--- config.mk ---
export PLATFORM = sky130hd
export DESIGN_NAME = time_counter
export DESIGN_NICKNAME = d
export VERILOG_FILES = /design/src/rtl/time_counter.sv
export SDC_FILE = /design/constraint.sdc
export NUM_CORES = 1
export LEC_CHECK = 0
export BUFFER_PORTS_ARGS = -buffer_cell sky130_fd_sc_hd__buf_2
export CAP_MARGIN = 10
export CORE_ASPECT_RATIO = 1.1
export CORE_MARGIN = 2
export CORE_UTILIZATION = 53
export DETAILED_ROUTE_END_ITERATION = 10
export GPL_TIMING_DRIVEN = 0
export PLACE_DENSITY = 0.88
export SETUP_SLACK_MARGIN = 0.05
export SLEW_MARGIN = 20
export SYNTH_ARGS = -nofsm -noshare
export SYNTH_HDL_FRONTEND = slang
export SYNTH_SLANG_ARGS = --single-unit
export TNS_END_PERCENT = 50
--- constraint.sdc ---
create_clock -name clk -period 3.6 [get_ports clk]
set_clock_uncertainty 0.05 [all_clocks]
set_input_delay 0.54 -clock clk [delete_from_list [all_inputs] [get_ports clk]]
set_output_delay 0.54 -clock clk [all_outputs]
set_load 0.03 [all_outputs]
--- src/rtl/time_counter.sv ---
// Time-of-day counter (hh:mm:ss) advanced by one-second ticks, with validated
// preset loading and single-cycle carry pulses for minute, hour and day rollover.
module time_counter #(
    parameter int P_SEC_BIT  = 6,
    parameter int P_MIN_BIT  = 6,
    parameter int P_HOUR_BIT = 5
) (
    input  logic                  clk,
    input  logic                  reset,
    input  logic                  en,
    input  logic                  i_tick,
    input  logic                  i_load,
    input  logic [P_SEC_BIT-1:0]  i_sec,
    input  logic [P_MIN_BIT-1:0]  i_min,
    input  logic [P_HOUR_BIT-1:0] i_hour,
    output logic [P_SEC_BIT-1:0]  o_sec,
    output logic [P_MIN_BIT-1:0]  o_min,
    output logic [P_HOUR_BIT-1:0] o_hour,
    output logic                  o_min_tick,
    output logic                  o_hour_tick,
    output logic                  o_day_tick,
    output logic                  o_load_err
);

    localparam logic [P_SEC_BIT-1:0]  SEC_MAX  = P_SEC_BIT'(59);
    localparam logic [P_MIN_BIT-1:0]  MIN_MAX  = P_MIN_BIT'(59);
    localparam logic [P_HOUR_BIT-1:0] HOUR_MAX = P_HOUR_BIT'(23);

    logic [P_SEC_BIT-1:0]  sec_q,  sec_d;
    logic [P_MIN_BIT-1:0]  min_q,  min_d;
    logic [P_HOUR_BIT-1:0] hour_q, hour_d;
    logic                  min_tick_q,  min_tick_d;
    logic                  hour_tick_q, hour_tick_d;
    logic                  day_tick_q,  day_tick_d;
    logic                  load_err_q,  load_err_d;

    logic load_legal;
    logic sec_wrap;
    logic min_wrap;
    logic hour_wrap;

    assign load_legal = (i_sec <= SEC_MAX) && (i_min <= MIN_MAX) && (i_hour <= HOUR_MAX);

    // Wrap on >= rather than == so a field can never escape its legal range.
    assign sec_wrap  = (sec_q  >= SEC_MAX);
    assign min_wrap  = (min_q  >= MIN_MAX);
    assign hour_wrap = (hour_q >= HOUR_MAX);

    always_comb begin
        sec_d       = sec_q;
        min_d       = min_q;
        hour_d      = hour_q;
        min_tick_d  = 1'b0;
        hour_tick_d = 1'b0;
        day_tick_d  = 1'b0;
        load_err_d  = 1'b0;

        // A load, legal or not, always consumes the cycle's tick.
        if (i_load) begin
            if (load_legal) begin
                sec_d  = i_sec;
                min_d  = i_min;
                hour_d = i_hour;
            end else begin
                load_err_d = 1'b1;
            end
        end else if (en && i_tick) begin
            if (!sec_wrap) begin
                sec_d = sec_q + P_SEC_BIT'(1);
            end else begin
                sec_d      = '0;
                min_tick_d = 1'b1;
                if (!min_wrap) begin
                    min_d = min_q + P_MIN_BIT'(1);
                end else begin
                    min_d       = '0;
                    hour_tick_d = 1'b1;
                    if (!hour_wrap) begin
                        hour_d = hour_q + P_HOUR_BIT'(1);
                    end else begin
                        hour_d     = '0;
                        day_tick_d = 1'b1;
                    end
                end
            end
        end
    end

    always_ff @(posedge clk or posedge reset) begin
        if (reset) begin
            sec_q       <= '0;
            min_q       <= '0;
            hour_q      <= '0;
            min_tick_q  <= 1'b0;
            hour_tick_q <= 1'b0;
            day_tick_q  <= 1'b0;
            load_err_q  <= 1'b0;
        end else begin
            sec_q       <= sec_d;
            min_q       <= min_d;
            hour_q      <= hour_d;
            min_tick_q  <= min_tick_d;
            hour_tick_q <= hour_tick_d;
            day_tick_q  <= day_tick_d;
            load_err_q  <= load_err_d;
        end
    end

    assign o_sec       = sec_q;
    assign o_min       = min_q;
    assign o_hour      = hour_q;
    assign o_min_tick  = min_tick_q;
    assign o_hour_tick = hour_tick_q;
    assign o_day_tick  = day_tick_q;
    assign o_load_err  = load_err_q;

endmodule

Word level (Yosys, flattened, before mapping)
Index checks and enable logic that the tools add are counted.
{"block": "totals", "regBits": 21, "latch_bits": 0, "ram_bits": 0, "mem_bits_ro": 0, "wordCells": 55, "n_memories": 0}
{"block": "classes", "add_sub_neg": 3, "mul": 0, "div": 0, "magnitude_cmp": 6, "n_eq_ne": 1, "n_shift": 0, "mux": 29, "bitwise": 0, "reduce_logical": 9}
{"op": "2-to-1 mux 6 bit", "n": 9}
{"op": "2-to-1 mux 5 bit", "n": 6}
{"op": "2-to-1 mux 1 bit", "n": 14}
{"op": "adder 6 x 1 -> 6 bit, second input constant", "n": 2}
{"op": "greater-or-equal comparator 6 bit, second input constant", "n": 2}
{"op": "<= comparator 6 bit, second input constant", "n": 2}
{"op": "nonzero test 2 bit", "n": 3}
{"op": "adder 5 x 1 -> 5 bit, second input constant", "n": 1}
{"op": "greater-or-equal comparator 5 bit, second input constant", "n": 1}
{"op": "<= comparator 5 bit, second input constant", "n": 1}
{"op": "AND reduction 4 bit", "n": 1}
{"op": "logical AND 1 bit", "n": 3}
{"op": "AND reduction 3 bit", "n": 1}
{"op": "!= test 2 x 1 -> 1 bit, second input constant", "n": 1}
{"op": "AND reduction 2 bit", "n": 1}

Depth between registers and ports, before layout
{"block": "logic_depth", "word_depth": 6, "depth_mapped": 6}

Least setup slack after synthesis
OpenSTA, ideal clock, no wires.
{"block": "synth_path", "path_type": "reg2reg", "start": "reg sec_q[0], in the netlist o_sec[0]", "end": "reg min_q[5], in the netlist o_min[5]", "arrival_time_ps": 1643, "setup_slack_ps": 1786, "stages_incl_launch_ff": 7, "n_path_buf": 0, "synth_period_minus_slack_ps": 1814, "cell_sequence": "dfrtp_1 > ha_1 > o2111ai_2 > nand2_1 > nand3_4 > a21oi_1 > o22a_1"}
{"block": "synth_between", "elab_chain_cells": 3}
{"item": "from (decl)", "line_no": "29", "source": "logic [P_SEC_BIT-1:0] sec_q, sec_d;"}
{"item": "from (signal assigned)", "line_no": "91", "source": "sec_q <= '0;"}
{"item": "from (signal assigned)", "line_no": "99", "source": "sec_q <= sec_d;"}
{"item": "greater-or-equal comparator 6 bit", "line_no": "45", "source": "assign sec_wrap = (sec_q >= SEC_MAX);"}
{"item": "nonzero test 2 bit (no source line)"}
{"item": "AND reduction 3 bit (no source line)"}
{"item": "to (signal assigned)", "line_no": "100", "source": "min_q <= min_d;"}
{"item": "to (decl)", "line_no": "30", "source": "logic [P_MIN_BIT-1:0] min_q, min_d;"}
Every way passes these cells.
A chain may end at the register's enable or synchronous reset.

Worst setup path after layout
Ends and elaborated chain as after synthesis.

==> flow_summary.toml <==
[finish]
fillCellCount = 183
area_growth_pct = 22.2
final_layout_size_suffix_gt1_frac = 0.317
diodes = 0
register_area_um2 = 526
multi_input_area_um2 = 667
layout.nets = 206

[timing]
rsz0062_at_grt = "no"
drv_slew = 0
timing.fmax_mhz = 525
worstMarginPinSlew_ns = 0.807
period_share = 0.529
hold_viol_final = 0
period_minus_slack_ns = 1.90
slew_headroom = 0.462
fin_tns_setup_ns = 0
setup_viol = 0

[power_and_ir_drop]
power_w = 0.000868
power_density_nw_per_um2 = 576
p_leak_nw = 0.714
ir_drop_uv = 352

[global_route]
overflow = 0
grt_start_max_net_pins = 22
global_route.usage.total = 0.247
grt_first_pass_wirelength_um = 5160
antenna_found_initial = 0
first_global_vias = 1198

[yosys]
synth_ff_type = "dfrtp_1"
synthArstFlopShare = 1.00
seq_area_frac_synth = 0.426
yosysTopAreaCell = "dfrtp_1"
synth_area_per_cell_um2 = 9.20
synth_commonest_cells = "dfrtp_1, a21oi_1, o21ai_1, nand2_1, nor2_1"
syn_nets = 159
ys_types = 32
syn-instance-count = 134
synth-edff-count = 0
yosys_warnings = 0
synth.top_cell.area_share = 0.426
ys_seq_elements = 21
syn_area_um2 = 1230
synth_most_common_cell = "dfrtp_1"
synth_area_leaders = "dfrtp_1, a21oi_1, o21ai_1"

[clock_tree]
clk_pin_slew_ns = 0.12
cts_tree = "done"
cts_buffer_depth = 2
cts-root-buf = "clkbuf_4"
clkLatencyLatePin_ns = 0.30
htreeDepth = 1
clock_sinks = 21
cts_buffers = 3
cts_setup_buffers = 0
ctsHoldBuffers = 0
ctsResizeCount = 0

[job]
maxCapViolCount = 0

[outcome]
status = "completed"

[worst_setup_path]
path_buf_inv = 0
critPathKind = "flip-flop to flip-flop"
slowest_delay_ns = 0.44
cpLargestDelayFamily = "compound AO/OA/AOI/OAI gates"
crit_path_end_kind = "flip-flop"
worstPathMaxFanout = 10
crit_path_cell_trace = "ha_1, o2111ai_2, nand2_1, nand3_4, a21oi_1, o22a_1"
arrival_ns = 2.06
worstPathRequired_ns = 3.75
crit_path_top_delay_cell = "dfrtp_1"
start_kind = "flip-flop"

[die]
die_h_um = 54.6
die_w_um = 50.0
io-pin-count = 43
start_util = 0.553
row_count = 18
dieArea_um2 = 2730
core_um2 = 2230

[route]
wl_per_cell_um = 14.8
dr.first_iter.drc_count = 42
firstDrtPassIters = 4
vias = 1270
via_per_inst = 6.05
post-route-drc-count = 0
finalWirelength_um = 3120
drtAntennaViolNets = 0

[place]
place.gp.congestion = 0.869
io_buffers = 42
post-dp-hpwl_um = 2340

[min_path]
hold_path_class = "input pin to asynchronous set/reset pin"
## area by class of cell
class,count,share of cell area
Inverter,6,0.0150
Buffer,4,0.0116
Clock buffer,4,0.0174
Timing Repair Buffer,42,0.140
Sequential cell,21,0.349
Tap cell,30,0.0249
Multi-Input combinational cell,103,0.443
## sequential cells by signal, indices dropped and copies added, names as in the netlist
name         count
o_min            6
o_hour_tick      1
o_sec            6
o_min_tick       1
o_load_err       1
o_day_tick       1
o_hour           5
## worst reg2reg max path, delay by kind of cell (launching register included)
family	cells	cell delay, ns
AO/OA/AOI/OAI	3	0.57
AND/OR/NAND/NOR	2	0.47
flip-flops	1	0.44
adder cells (fa/ha/maj)	1	0.27
## path summary, 6_finish.rpt
kind                              to       from  slack (ns)  cells past startpoint
setup reg to reg            o_min[5]   o_sec[0]        1.70                      6
setup / recovery            o_min[5]   o_sec[0]        1.70                      6
max in group asynchronous   o_min[2]      reset        2.68                      2
hold / removal             o_hour[2]      reset        0.31                      2
hold reg to reg             o_min[1]   o_min[1]        0.51                      2
min in group clk           o_hour[2]  i_hour[2]        0.45                      3
## placed cells by master, fill, tap and decap left out, types with 2 or more instances in the layout
| cell | netlist | routed |
|---|---|---|
| clkbuf_1 | 2 | 3 |
| ha_1 | 3 | 3 |
| o21ai_0 | 10 | 10 |
| nand2_1 | 12 | 12 |
| buf_2 | 2 | 44 |
| a22oi_1 | 3 | 3 |
| nor3b_1 | 2 | 2 |
| o2111ai_2 | 2 | 2 |
| inv_1 | 5 | 5 |
| nor2_1 | 12 | 12 |
| a32oi_1 | 3 | 3 |
| clkbuf_4 | 0 | 3 |
| dfrtp_1 | 21 | 21 |
| nand3_1 | 6 | 6 |
| a21oi_1 | 13 | 13 |
| and3_1 | 7 | 7 |
| nor3_1 | 2 | 2 |
| o22a_1 | 2 | 2 |
| o21ai_1 | 13 | 13 |
## logic make-up (layout without fill, tap and decap cells)
logic type / count (synthesis) / count (layout) / share of synthesized area
DFF: 21 / 21 / 0.426
and+or+nand+nor: 47 / 47 / 0.209
adders and majority gates: 3 / 3 / 0.0305
muxes: 1 / 1 / 0.00914
AOI/OAI and AO/OA: 52 / 52 / 0.292
buffers and inverters: 10 / 56 / 0.0325
## per-stage QoR
stage          std cells  worst slack (ns)  hold slack [ns]  utilization  cell area (um2)
5_1_grt              210              1.59            0.378        0.676             1510
4_1_cts              210              1.70            0.332        0.676             1510
6_report             210              1.70            0.314        0.676             1510
2_1_floorplan        134              1.79            0.467            -             1230
3_5_place_dp         206              1.72            0.478        0.664             1480
3_3_place_gp         206              1.79            0.457        0.664             1480
## where the power goes
part,switching (W),leakage (nW),internal [W]
registers,0.0000745,0.261,0.000293
logic,0.000257,0.438,0.000127
clock network,0.0000730,0.0150,0.0000432
total,0.000405,0.714,0.000463
## metal layers
metal | wire (um) | vias to the layer above | track usage
met3 | 225 | 6 | 0.0383
met2 | 1620 | 70 | 0.462
met4 | 27 | 0 | 0.116
li1 | - | 594 | -
met1 | 1240 | 600 | 0.282
met5 | 0 | - | 0
(Power assumes the default switching activity.)
